===== src/rtl/blind_pixel_decode_if.sv =====
`timescale 1ns/1ps
`default_nettype none
// ============================================================================
// Module   : blind_pixel_decode_if
// Purpose  : Avalon-ST video beat bundle (data, valid, SOP, EOP, ready).
// Revision : 1.0
// ============================================================================
interface blind_pixel_decode_if #(
    parameter int DATA_WIDTH = 8
);
    logic [DATA_WIDTH-1:0] data;
    logic                  valid;
    logic                  startofpacket;
    logic                  endofpacket;
    logic                  ready;

    modport master (
        output data, valid, startofpacket, endofpacket,
        input  ready
    );

    modport slave (
        input  data, valid, startofpacket, endofpacket,
        output ready
    );
endinterface
`default_nettype wire


===== src/rtl/blind_pixel_decode.sv =====
`timescale 1ns/1ps
`default_nettype none
// ============================================================================
// Module   : blind_pixel_decode
// Purpose  : Avalon-ST video sink parser: latches control packets, forwards
//            data packet pixels with fresh SOP/EOP, discards other types.
// Revision : 1.0
// ============================================================================
module blind_pixel_decode #(
    parameter int DATA_WIDTH  = 8,
    parameter int DATA_BITS   = 8,
    parameter int DATA_PLANES = 1
) (
    input  wire logic              clk,
    input  wire logic              rst_n,
    blind_pixel_decode_if.slave    din,
    blind_pixel_decode_if.master   dout,
    output logic [15:0]            video_width,
    output logic [15:0]            video_height,
    output logic [3:0]             video_interlaced,
    output logic                   ctrl_update,
    output logic                   pkt_error
);

    localparam logic [1:0] c_st_idle = 2'd0;
    localparam logic [1:0] c_st_ctrl = 2'd1;
    localparam logic [1:0] c_st_data = 2'd2;
    localparam logic [1:0] c_st_skip = 2'd3;

    // Beats after the type beat needed to carry all nine nibbles.
    localparam int         c_cb_beats = (DATA_PLANES >= 3) ? 3 : (DATA_PLANES == 2) ? 5 : 9;
    localparam logic [3:0] c_cb       = 4'(c_cb_beats);
    localparam logic [3:0] c_cb_last  = 4'(c_cb_beats - 1);

    logic [1:0]  state_q, state_d;
    logic [3:0]  bc_q, bc_d;
    logic        first_q, first_d;
    logic [35:0] shadow_q, shadow_d;
    logic [15:0] width_q, width_d;
    logic [15:0] height_q, height_d;
    logic [3:0]  interlaced_q, interlaced_d;
    logic        ctrl_update_q, ctrl_update_d;
    logic        pkt_error_q, pkt_error_d;

    logic        w_accept;
    logic [3:0]  w_type;

    assign w_accept = din.valid && din.ready;
    assign w_type   = din.data[3:0];

    always_ff @(posedge clk) begin
        if (!rst_n) begin
            state_q       <= c_st_idle;
            bc_q          <= 4'd0;
            first_q       <= 1'b0;
            shadow_q      <= 36'd0;
            width_q       <= 16'd0;
            height_q      <= 16'd0;
            interlaced_q  <= 4'd0;
            ctrl_update_q <= 1'b0;
            pkt_error_q   <= 1'b0;
        end else begin
            state_q       <= state_d;
            bc_q          <= bc_d;
            first_q       <= first_d;
            shadow_q      <= shadow_d;
            width_q       <= width_d;
            height_q      <= height_d;
            interlaced_q  <= interlaced_d;
            ctrl_update_q <= ctrl_update_d;
            pkt_error_q   <= pkt_error_d;
        end
    end

    always_comb begin
        state_d       = state_q;
        bc_d          = bc_q;
        first_d       = first_q;
        shadow_d      = shadow_q;
        width_d       = width_q;
        height_d      = height_q;
        interlaced_d  = interlaced_q;
        ctrl_update_d = 1'b0;
        pkt_error_d   = 1'b0;

        if (w_accept) begin
            if (din.startofpacket) begin
                // A SOP anywhere but IDLE abandons the packet in flight.
                if (state_q != c_st_idle) begin
                    pkt_error_d = 1'b1;
                end
                bc_d    = 4'd0;
                first_d = 1'b1;
                if (din.endofpacket) begin
                    state_d = c_st_idle;
                    if (w_type == 4'hF) begin
                        pkt_error_d = 1'b1;
                    end
                end else begin
                    case (w_type)
                        4'hF:    state_d = c_st_ctrl;
                        4'h0:    state_d = c_st_data;
                        default: state_d = c_st_skip;
                    endcase
                end
            end else begin
                case (state_q)
                    c_st_ctrl: begin
                        if (bc_q < c_cb) begin
                            for (int p = 0; p < DATA_PLANES; p++) begin
                                if (int'(bc_q) * DATA_PLANES + p < 9) begin
                                    shadow_d[(int'(bc_q) * DATA_PLANES + p) * 4 +: 4] =
                                        din.data[p * DATA_BITS +: 4];
                                end
                            end
                        end
                        if (bc_q != 4'hF) begin
                            bc_d = bc_q + 4'd1;
                        end
                        if (din.endofpacket) begin
                            state_d = c_st_idle;
                            if (bc_q >= c_cb_last) begin
                                // Nibble 0 is the most significant of each field.
                                width_d       = {shadow_d[3:0],   shadow_d[7:4],
                                                 shadow_d[11:8],  shadow_d[15:12]};
                                height_d      = {shadow_d[19:16], shadow_d[23:20],
                                                 shadow_d[27:24], shadow_d[31:28]};
                                interlaced_d  = shadow_d[35:32];
                                ctrl_update_d = 1'b1;
                            end else begin
                                pkt_error_d = 1'b1;
                            end
                        end
                    end
                    c_st_data: begin
                        first_d = 1'b0;
                        if (din.endofpacket) begin
                            state_d = c_st_idle;
                        end
                    end
                    c_st_skip: begin
                        if (din.endofpacket) begin
                            state_d = c_st_idle;
                        end
                    end
                    default: ;
                endcase
            end
        end
    end

    always_comb begin
        din.ready          = 1'b1;
        dout.data          = din.data;
        dout.valid         = 1'b0;
        dout.startofpacket = 1'b0;
        dout.endofpacket   = 1'b0;
        // An aborting SOP in DATA is swallowed rather than forwarded.
        if (state_q == c_st_data && !(din.valid && din.startofpacket)) begin
            din.ready          = dout.ready;
            dout.valid         = din.valid;
            dout.startofpacket = first_q && din.valid;
            dout.endofpacket   = din.endofpacket;
        end
    end

    assign video_width      = width_q;
    assign video_height     = height_q;
    assign video_interlaced = interlaced_q;
    assign ctrl_update      = ctrl_update_q;
    assign pkt_error        = pkt_error_q;

endmodule
`default_nettype wire


===== src/flat_wrapper.sv =====
// flat-port wrapper written by rule: the top's interface ports become plain ports
module blind_pixel_decode_flat 
#(
    parameter int DATA_WIDTH  = 8,
    parameter int DATA_BITS   = 8,
    parameter int DATA_PLANES = 1
)
  (clk, rst_n, video_width, video_height, video_interlaced, ctrl_update, pkt_error, din_data, din_valid, din_startofpacket, din_endofpacket, din_ready, dout_data, dout_valid, dout_startofpacket, dout_endofpacket, dout_ready);
  blind_pixel_decode_if #(.DATA_WIDTH(DATA_WIDTH)) din_i ();
  blind_pixel_decode_if #(.DATA_WIDTH(DATA_WIDTH)) dout_i ();
  input  wire logic clk;
  input  wire logic rst_n;
  output logic [15:0] video_width;
  output logic [15:0] video_height;
  output logic [3:0] video_interlaced;
  output logic ctrl_update;
  output logic pkt_error;
  input wire logic [$bits(din_i.data)-1:0] din_data;
  input wire logic [$bits(din_i.valid)-1:0] din_valid;
  input wire logic [$bits(din_i.startofpacket)-1:0] din_startofpacket;
  input wire logic [$bits(din_i.endofpacket)-1:0] din_endofpacket;
  output wire logic [$bits(din_i.ready)-1:0] din_ready;
  output wire logic [$bits(dout_i.data)-1:0] dout_data;
  output wire logic [$bits(dout_i.valid)-1:0] dout_valid;
  output wire logic [$bits(dout_i.startofpacket)-1:0] dout_startofpacket;
  output wire logic [$bits(dout_i.endofpacket)-1:0] dout_endofpacket;
  input wire logic [$bits(dout_i.ready)-1:0] dout_ready;
  assign din_i.data = din_data;
  assign din_i.valid = din_valid;
  assign din_i.startofpacket = din_startofpacket;
  assign din_i.endofpacket = din_endofpacket;
  assign din_ready = din_i.ready;
  assign dout_data = dout_i.data;
  assign dout_valid = dout_i.valid;
  assign dout_startofpacket = dout_i.startofpacket;
  assign dout_endofpacket = dout_i.endofpacket;
  assign dout_i.ready = dout_ready;
  blind_pixel_decode #(.DATA_WIDTH(DATA_WIDTH), .DATA_BITS(DATA_BITS), .DATA_PLANES(DATA_PLANES)) u_core (.clk(clk), .rst_n(rst_n), .din(din_i), .dout(dout_i), .video_width(video_width), .video_height(video_height), .video_interlaced(video_interlaced), .ctrl_update(ctrl_update), .pkt_error(pkt_error));
endmodule

===== config.mk =====
export PLATFORM = sky130hd
export DESIGN_NAME = blind_pixel_decode_flat
export DESIGN_NICKNAME = d
export VERILOG_FILES = /design/src/rtl/blind_pixel_decode_if.sv /design/src/rtl/blind_pixel_decode.sv /design/src/flat_wrapper.sv
export SDC_FILE = /design/constraint.sdc
export NUM_CORES = 1
export LEC_CHECK = 0
export ABC_AREA = 1
export BUFFER_PORTS_ARGS = -buffer_cell sky130_fd_sc_hd__buf_2
export CORE_MARGIN = 5
export CORE_UTILIZATION = 61
export DETAILED_ROUTE_END_ITERATION = 16
export HOLD_SLACK_MARGIN = 0.05
export PLACE_DENSITY = 0.94
export SLEW_MARGIN = 40
export SYNTH_ARGS = -nofsm -noshare
export SYNTH_HDL_FRONTEND = slang
export SYNTH_SLANG_ARGS = --single-unit

===== constraint.sdc =====
create_clock -name clk -period 5.05 [get_ports clk]
set_input_delay 0.2525 -clock clk [delete_from_list [all_inputs] [get_ports clk]]
set_output_delay 0.2525 -clock clk [all_outputs]
set_load 0.005 [all_outputs]

==> run_results.csv, run 1 <==
group,metric,value,unit
synthesis,synth_cells,561,
place,port_buffers,55,
synthesis,ys_seq_area_frac,0.400,
synthesis,synthAdderAreaFrac,0.0185,
layout,layout_common_cells,"nand2_1 (126), dfxtp_1 (81), a21oi_1 (64), buf_2 (55), inv_1 (48)",
global_route,antenna_found_initial,0,
clock_tree,htreeDepth,3,
power,p_total,1.29,mW
clock_tree,cts_tree,"done",
critical_path,crit_start,"u_core.bc_q[0]",
critical_path,crit_path_max_fanout,11,
clock_tree,path_clk_slew,80,ps
clock_tree,clockBufferDepth,2,
layout,n_fill_cell,536,
clock_tree,clkLatencyLatePin,360,ps
timing,fmax,411,MHz
power,p_leak,1.89,nW
floorplan,coreArea,6420,um^2
clock_tree,cts-root-buf,"clkbuf_8",
detailed_routing,route.vias.total,3847,
synthesis,synth_top_family_by_area,"simple AND/OR/NAND/NOR gates",
layout,drive_above_1_share,0.179,
floorplan,die_area,8380,um^2
detailed_routing,drc,0,
layout,final_common_cell,"nand2_1",
detailed_routing,post_drt_wl_per_cell,14.6,um
layout,regArea,1620,um^2
global_route,grt_max_degree,64,
synthesis,syn_nets,581,
synthesis,synth.avg_cell_area,7.23,um^2
timing,drv_slew,0,
detailed_routing,via_per_inst,5.69,
timing,fin_crit,2430,ps
hold_path,min_from,"din_startofpacket",
critical_path,crit_arrival,2690,ps
floorplan,std_cell_rows,29,
place,placement.cell_area,4240,um^2
detailed_routing,finalWirelength,9840,um
global_route,grtUsageTotal,0.240,
layout,multiInputGateArea,2020,um^2
floorplan,io_pins,64,
critical_path,critical_path_class,"flip-flop to flip-flop",
clock_tree,post_cts_buffers,0,
global_route,grt-ovfl-total,0,
timing,fin_worst_skew,9.88,ps
synthesis,synth_mux_area_frac,0,
clock_tree,cts_sinks,81,
global_route,grt_pass1_wl,16900,um
timing,final-setup-viol-count,0,
synthesis,ys_warn_count,0,
power,irDropWorstVdd,0.216,mV
clock_tree,postCtsHoldBufs,0,
layout,nets,614,
timing,setup_ws,2620,ps
timing,slew_headroom,0.533,
clock_tree,cts_buffers,9,
hold_path,min_path_type,"primary input to flip-flop",
synthesis,synth.distinct_cells,33,
synthesis,synth_area,4050,um^2
layout,syn_to_final_growth,9.85,%
layout,final_cell_area,4450,um^2
timing,final-hold-violation-count,0,
critical_path,reg2reg_from,"u_core.bc_q[0]",
status,outcome,"completed",
floorplan,die_w,91.5,um
layout,diodes,0,
place,gp_congestion,1.01,
floorplan,die_y,91.5,um
critical_path,required,5300,ps
global_route,grt_pass1_vias,3672,
timing,setup_tns,0,ps
synthesis,ys_ff_latch,81,
detailed_routing,postRouteAntennaNets,0,
timing,worst_slew_pin_slew,700,ps
synthesis,synth-xor-area-share,0.00216,
synthesis,yosys.area_share.simple,0.295,
timing,rsz0062_at_grt,"no",
synthesis,synth_compound_area_frac,0.183,
power,p_per_area,289,nW/um^2
timing,fin_crit_sh,0.482,
floorplan,start_util,0.631,
place,dp_hpwl,6700,um
place,dpl_worst_slack,2670,ps
clock_tree,ctsResizeCount,0,
critical_path,worst_setup_path_start_kind,"flip-flop",
run,cap_violations,0,
critical_path,critical_path.endpoint_type,"flip-flop",
detailed_routing,drtPass1Iterations,5,
detailed_routing,drt_iter0_markers,339,
## synth_stat cells, drive strengths merged
master / number / area share
buf: 21 / 0.036
xor2: 1 / 0.0022
nor3: 4 / 0.0074
ha: 6 / 0.019
a211oi: 1 / 0.0019
nand2: 131 / 0.13
a21boi: 1 / 0.0019
o311ai: 1 / 0.0022
clkbuf: 12 / 0.011
nand3: 44 / 0.060
o21bai: 12 / 0.022
o21ai: 52 / 0.064
nand4: 17 / 0.041
nor2: 50 / 0.061
o21a: 3 / 0.0056
a21oi: 65 / 0.083
inv: 58 / 0.054
dfxtp: 81 / 0.40
o211ai: 1 / 0.0019
## power by group
part / internal, mW / switching [mW] / total [mW]
clock network: 0.280 / 0.241 / 0.521
registers: 0.643 / 0.00587 / 0.649
logic: 0.0294 / 0.0885 / 0.118
total: 0.953 / 0.335 / 1.29
## path summary, 6_finish.rpt
path / slack [ps] / to / cells past startpoint
worst max-delay path: 2620 / u_core.video_height[14] / 10
worst min-delay path: 220 / u_core.pkt_error / 3
worst max register to register: 2620 / u_core.video_height[14] / 10
worst min register to register: 460 / u_core.video_width[15] / 2
## cell families after synthesis
kind of cell,count (synthesis)
AO/OA/AOI/OAI,136
AND/OR/NAND/NOR,246
adder cells (fa/ha/maj),6
XOR/XNOR,1
buffers and inverters,91
flip-flops,81
## final cells by class
| cell class | count | area share |
|---|---|---|
| multi-input combinational | 389 | 0.454 |
| sequential | 81 | 0.364 |
| inverter | 58 | 0.0495 |
| tap | 77 | 0.0216 |
| timing repair buffer | 55 | 0.0618 |
| clock buffer | 10 | 0.0287 |
| clock inverter | 6 | 0.0202 |
## critical path, stage by stage, from the launching register on
cell and delay (ps):
dfxtp_1 620, inv_2 170, ha_1 440, nor2_1 280, nand4_4 240, nor2_4 190, inv_1 80, nand2_1 80
nand3_1 100, nand2_1 90, inv_1 40
## flip-flops by register name, summed over array words and instances, names as in the netlist
name and cells:
u_core.shadow_q 36, u_core.video_height 16, u_core.video_width 16, u_core.bc_q 4, u_core.video_interlaced 4, u_core.state_q 2
u_core.ctrl_update 1, u_core.first_q 1, u_core.pkt_error 1
## through the flow
step	instances	utilization	hold slack (ps)
6_report	676	0.693	218
3_5_place_dp	660	0.659	452
3_3_place_gp	660	0.659	448
5_1_grt	676	0.693	248
4_1_cts	676	0.693	214
2_1_floorplan	561	-	401
## per-layer routing
| metal | vias to the layer above | wire length [um] | global-route usage |
|---|---|---|---|
| met2 | 141 | 4770 | 0.402 |
| met3 | 28 | 515 | 0.0372 |
| met5 | - | 0 | 0 |
| li1 | 1905 | - | - |
| met4 | 0 | 231 | 0.102 |
| met1 | 1773 | 4330 | 0.307 |
No activity file was read; power rests on OpenSTA's default activity.
==> run 2: changes to the inputs <==
--- a/config.mk
+++ b/config.mk
@@ -8,10 +8,10 @@
 export ABC_AREA = 1
 export BUFFER_PORTS_ARGS = -buffer_cell sky130_fd_sc_hd__buf_2
 export CORE_MARGIN = 5
-export CORE_UTILIZATION = 61
+export CORE_UTILIZATION = 51
 export DETAILED_ROUTE_END_ITERATION = 16
 export HOLD_SLACK_MARGIN = 0.05
-export PLACE_DENSITY = 0.94
+export PLACE_DENSITY = 0.85
 export SLEW_MARGIN = 40
 export SYNTH_ARGS = -nofsm -noshare
 export SYNTH_HDL_FRONTEND = slang
==> constraint.sdc (replaced) <==
create_clock -name clk -period 2 [get_ports clk]
set_input_delay 0.1 -clock clk [delete_from_list [all_inputs] [get_ports clk]]
set_output_delay 0.1 -clock clk [all_outputs]
set_load 0.005 [all_outputs]
==> run_results.csv, run 2 (synthesized netlist as in run 1, its figures left out) <==
group,metric,value,unit
detailed_routing,drtPass1Iterations,5,
critical_path,r2r_slack,110,ps
timing,hold_ws,79.9,ps
layout,final_common_cell,"nand2_1",
critical_path,required,2250,ps
critical_path,crit_path_max_fanout,9,
power,p_leak,1.97,nW
run,cap_violations,0,
timing,drv_slew,0,
clock_tree,cts_tree,"done",
clock_tree,post_cts_buffers,0,
detailed_routing,wl_met2,4940,um
timing,worst_slew_pin_slew,544,ps
power,p_int,2.55,mW
detailed_routing,wl_met3,711,um
floorplan,die_w,99.2,um
timing,fin_crit,1890,ps
power,comb_power_share,0.095,
layout,n_fill_cell,684,
global_route,antenna_found_initial,0,
timing,final-setup-viol-count,0,
power,clkPwrFrac,0.426,
status,outcome,"completed",
floorplan,std_cell_rows,32,
clock_tree,clockBufferDepth,2,
layout,nets,628,
place,dp_hpwl,7210,um
clock_tree,cts-root-buf,"clkbuf_8",
layout,syn_to_final_growth,14.7,%
timing,fmax,528,MHz
global_route,grtUsageTotal,0.213,
critical_path,crit_arrival,2150,ps
detailed_routing,post_drt_wl_per_cell,14.4,um
critical_path,timing.rr.end,"u_core.video_height[8]",
critical_path,worst_setup_path_start_kind,"flip-flop",
detailed_routing,route.vias.total,3908,
hold_path,worstHoldEndpoint,"u_core.first_q",
detailed_routing,drt_iter0_markers,285,
layout,largest_register_ff_count,36,
timing,final-hold-violation-count,0,
power,irDropWorstVdd,0.419,mV
clock_tree,path_clk_slew,90,ps
power,p_per_area,733,nW/um^2
layout,layout_common_cells,"nand2_1 (126), dfxtp_1 (79), a21oi_1 (64), buf_2 (55), inv_1 (48)",
floorplan,io_pins,64,
critical_path,critical_path.endpoint_type,"flip-flop",
clock_tree,htreeDepth,3,
floorplan,die_area,9830,um^2
layout,diodes,0,
timing,slew_headroom,0.637,
detailed_routing,via_per_inst,5.47,
power,p_sw,0.857,mW
clock_tree,cts_sinks,81,
hold_path,min_path_type,"primary input to flip-flop",
detailed_routing,postRouteAntennaNets,0,
power,swShare,0.251,
timing,setup_ws,105,ps
timing,rsz0062_at_grt,"yes",
clock_tree,cts_buffers,9,
place,gp_congestion,1.04,
critical_path,reg2reg_from,"u_core.bc_q[1]",
place,port_buffers,55,
global_route,grt_max_degree,36,
floorplan,start_util,0.525,
timing,fin_worst_skew,6.26,ps
place,place_inst,698,
detailed_routing,drc,0,
detailed_routing,finalWirelength,10300,um
global_route,grt-ovfl-total,0,
critical_path,critical_path_class,"flip-flop to flip-flop",
place,dpl_worst_slack,6.89,ps
layout,fin_cells,715,
critical_path,rr_worst_depth,10,
floorplan,die_y,99.2,um
detailed_routing,wl_met1,4430,um
timing,setup_tns,0,ps
clock_tree,clkLatencyLatePin,360,ps
hold_path,hold_depth,3,
layout,largest_register,"u_core.shadow_q",
floorplan,coreArea,7730,um^2
global_route,grt_pass1_wl,17100,um
timing,fin_crit_sh,0.947,
detailed_routing,top_layer,"met4",
layout,utilization,0.602,
hold_path,min_from,"din_valid",
global_route,grt_pass1_vias,3680,
layout,drive_above_1_share,0.204,
power,seq_power_share,0.480,
-- run 2: cell types whose count changed in the layout (fill, tap and decap cells not counted), moves of 2 or more --
| cell | delta |
|---|---|
| o21ai_0 | -2 |
| buf_4 | +11 |
| dfxtp_1 | -2 |
| dfxtp_2 | +2 |
| nor2_2 | +3 |
| buf_12 | +2 |
| o21ai_1 | +2 |
| nor2_1 | -3 |
-- run 2: per-layer routing --
metal  up-vias  GRT usage
li1       1934          -
met1      1792      0.266
met2       160      0.354
met3        22     0.0372
met4         0      0.103
met5         -          0
-- run 2: timing repair --
action,in CTS,in global routing
setup endpoints to repair,4,56
endpoints found under the hold margin,1,0
gates cloned,0,0
hold buffers,1,0
gates resized for setup,0,7
-- run 2: cell type report --
class                   instances  area [um^2]  share of cell area
multi-input cells             389         2030               0.436
repair buffers                 69          408              0.0877
flip-flops and latches         81         1620               0.349
well taps                     102          128              0.0274
inverters                      58          218              0.0468
clock inverters                 6          115              0.0248
clock buffers                  10          128              0.0274
-- run 2: power groups by stage --
| stage | sequential, mW | clock (mW) | combinational (mW) |
|---|---|---|---|
| after global placement | 1.67 | 0 | 0.305 |
| after floorplan | 1.67 | 0 | 0.232 |
| after global routing | 1.64 | 1.55 | 0.352 |
| after CTS | 1.63 | 1.47 | 0.314 |
| after detailed placement | 1.67 | 0 | 0.311 |
| final | 1.63 | 1.45 | 0.324 |
-- run 2: stage by stage --
step	instance area, um^2	power [mW]
6_report	4650	3.41
5_1_grt	4650	3.54
3_5_place_dp	4390	1.98
4_1_cts	4640	3.42
2_1_floorplan	4050	1.90
3_3_place_gp	4390	1.98
-- run 2: worst max-delay path by stage --
stage	slack, ps	to	cells after the start	start
2_1_floorplan	80	u_core.video_height[13]	11	u_core.bc_q[0]
3_3_place_gp	70	u_core.video_height[1]	8	u_core.bc_q[1]
3_5_place_dp	7	u_core.video_height[0]	8	u_core.bc_q[1]
4_1_cts	-20	u_core.video_height[0]	8	u_core.bc_q[1]
5_1_grt	-9	u_core.video_interlaced[0]	9	u_core.bc_q[0]
6_report	110	u_core.video_height[8]	10	u_core.bc_q[1]
-- run 2: worst max-delay path: stages, from the launching register on --
cell and delay (ps):
dfxtp_2 390, inv_1 100, ha_1 250, inv_2 70, nand2_2 80, nand2_4 170, nand3_2 160, nor2_2 160
o21ai_0 210, nand4_1 130, a21oi_1 70
==> run 3: changes to the inputs <==
--- a/config.mk
+++ b/config.mk
@@ -8,10 +8,10 @@
 export ABC_AREA = 1
 export BUFFER_PORTS_ARGS = -buffer_cell sky130_fd_sc_hd__buf_2
 export CORE_MARGIN = 5
-export CORE_UTILIZATION = 51
+export CORE_UTILIZATION = 61
 export DETAILED_ROUTE_END_ITERATION = 16
 export HOLD_SLACK_MARGIN = 0.05
-export PLACE_DENSITY = 0.85
+export PLACE_DENSITY = 0.94
 export SLEW_MARGIN = 40
 export SYNTH_ARGS = -nofsm -noshare
 export SYNTH_HDL_FRONTEND = slang
==> constraint.sdc (replaced) <==
create_clock -name clk -period 2.2 [get_ports clk]
set_input_delay 0.11 -clock clk [delete_from_list [all_inputs] [get_ports clk]]
set_output_delay 0.11 -clock clk [all_outputs]
set_load 0.005 [all_outputs]
==> run_results.csv, run 3 (synthesized netlist as in run 1, its figures left out) <==
group,metric,value,unit
power,p_sw,0.811,mW
timing,fmax,481,MHz
floorplan,die_area,8380,um^2
critical_path,crit_arrival,2300,ps
timing,rsz0062_at_grt,"no",
power,p_total,2.81,mW
timing,fin_worst_skew,17.7,ps
timing,worst_slew_pin_slew,686,ps
clock_tree,clockBufferDepth,2,
critical_path,critical_path.endpoint_type,"flip-flop",
critical_path,reg2reg_from,"u_core.bc_q[1]",
power,irDropWorstVdd,0.472,mV
floorplan,start_util,0.631,
floorplan,die_y,91.5,um
timing,drv_slew,0,
critical_path,critical_path_class,"flip-flop to flip-flop",
floorplan,std_cell_rows,29,
layout,nets,623,
critical_path,required,2420,ps
floorplan,die_w,91.5,um
run,cap_violations,0,
clock_tree,cts-root-buf,"clkbuf_8",
layout,diodes,0,
clock_tree,cts_sinks,81,
clock_tree,path_clk_slew,90,ps
critical_path,crit_start,"u_core.bc_q[1]",
detailed_routing,finalWirelength,10200,um
layout,largest_register,"u_core.shadow_q",
global_route,grt_pass1_wl,17200,um
global_route,grtUsageTotal,0.252,
power,comb_power_share,0.101,
global_route,grt_pass1_vias,3733,
hold_path,min_path_type,"primary input to flip-flop",
detailed_routing,post_drt_wl_per_cell,14.9,um
hold_path,min_from,"din_startofpacket",
power,p_leak,1.92,nW
clock_tree,cts_buffers,9,
place,gp_congestion,1.01,
detailed_routing,drtPass1Iterations,5,
power,p_per_area,624,nW/um^2
detailed_routing,drt_iter0_markers,310,
place,dp_hpwl,7210,um
global_route,antenna_found_initial,0,
layout,layout_common_cells,"nand2_1 (126), dfxtp_1 (81), a21oi_1 (64), buf_2 (55), inv_1 (48)",
layout,drive_above_1_share,0.196,
detailed_routing,drc,0,
timing,final-hold-violation-count,0,
timing,final-setup-viol-count,0,
layout,syn_to_final_growth,11.1,%
timing,slew_headroom,0.542,
detailed_routing,route.vias.total,3910,
power,clkPwrFrac,0.371,
global_route,grt_max_degree,41,
critical_path,setup.worst_path.end,"u_core.shadow_q[33]",
power,p_int,2.00,mW
timing,fin_crit,2080,ps
detailed_routing,via_per_inst,5.71,
clock_tree,htreeDepth,3,
place,port_buffers,55,
floorplan,coreArea,6420,um^2
timing,fin_crit_sh,0.944,
clock_tree,cts_tree,"done",
layout,largest_register_ff_count,36,
layout,final_cell_area,4510,um^2
status,outcome,"completed",
detailed_routing,postRouteAntennaNets,0,
clock_tree,postCtsHoldBufs,0,
power,swShare,0.288,
critical_path,timing.rr.end,"u_core.shadow_q[33]",
layout,final_common_cell,"nand2_1",
power,seq_power_share,0.528,
global_route,grt-ovfl-total,0,
critical_path,worst_setup_path_start_kind,"flip-flop",
critical_path,rr_worst_depth,9,
critical_path,crit_path_max_fanout,7,
critical_path,r2r_slack,120,ps
place,placement.cell_area,4310,um^2
clock_tree,clkLatencyLatePin,370,ps
floorplan,io_pins,64,
timing,setup_tns,0,ps
run 3: cell types whose count changed in the layout (fill, tap and decap cells not counted), moves of 2 or more:
cell,change
o21ai_0,+2
buf_4,-3
dfxtp_2,-2
dfxtp_1,+2
o21ai_1,-2
bufinv_16,-3
run 3: stage by stage:
step           hold slack [ps]  std cells   util  setup WS, ps
6_report                  62.2        685  0.702           123
5_1_grt                   60.8        685  0.702          6.83
4_1_cts                   57.6        685  0.701           118
3_5_place_dp               220        669  0.672           158
3_3_place_gp               220        669  0.672           252
2_1_floorplan              259        561      -           276
run 3: worst min-delay path by stage:
stage	to	slack (ps)	depth (start not counted)
2_1_floorplan	u_core.pkt_error	260	2
3_3_place_gp	dout_data[4]	220	0
3_5_place_dp	dout_data[4]	220	0
4_1_cts	u_core.pkt_error	60	3
5_1_grt	u_core.pkt_error	60	3
6_report	u_core.pkt_error	60	3
run 3: power by group through the flow:
| stage | registers (mW) | logic [mW] | clock network (mW) |
|---|---|---|---|
| after floorplan | 1.52 | 0.211 | 0 |
| after global placement | 1.52 | 0.266 | 0 |
| after global routing | 1.49 | 0.309 | 1.12 |
| after detailed placement | 1.52 | 0.273 | 0 |
| after CTS | 1.49 | 0.275 | 1.04 |
| final | 1.49 | 0.283 | 1.04 |
run 3: what timing repair did:
action	4_1_cts	5_1_grt
endpoints found under the setup margin	0	14
resized for setup	0	2
buffers inserted	0	0
run 3: routing by layer:
layer / vias to the layer above / part of all wire / track usage
li1: 1922 / - / -
met1: 1803 / 0.42 / 0.303
met2: 162 / 0.48 / 0.420
met3: 23 / 0.069 / 0.0678
met4: 0 / 0.025 / 0.111
met5: - / 0 / 0
run 3: layout make-up:
cell class                      instances  area [um^2]
Sequential cell                        81         1620
Inverter                               58          218
Tap cell                               77         96.3
Timing Repair Buffer                   64          355
Fill cell                             504         1920
Multi-Input combinational cell        389         2030
Clock inverter                          6         50.0
Clock buffer                           10          138
run 3: critical path, stage by stage, from the launching register on:
cell and delay, ps:
dfxtp_1 460, nor3_1 110, ha_1 440, inv_2 120
a21oi_4 170, nand3_2 150, nor2_2 200, nand2_1 110
nand3_1 100, a21oi_1 70
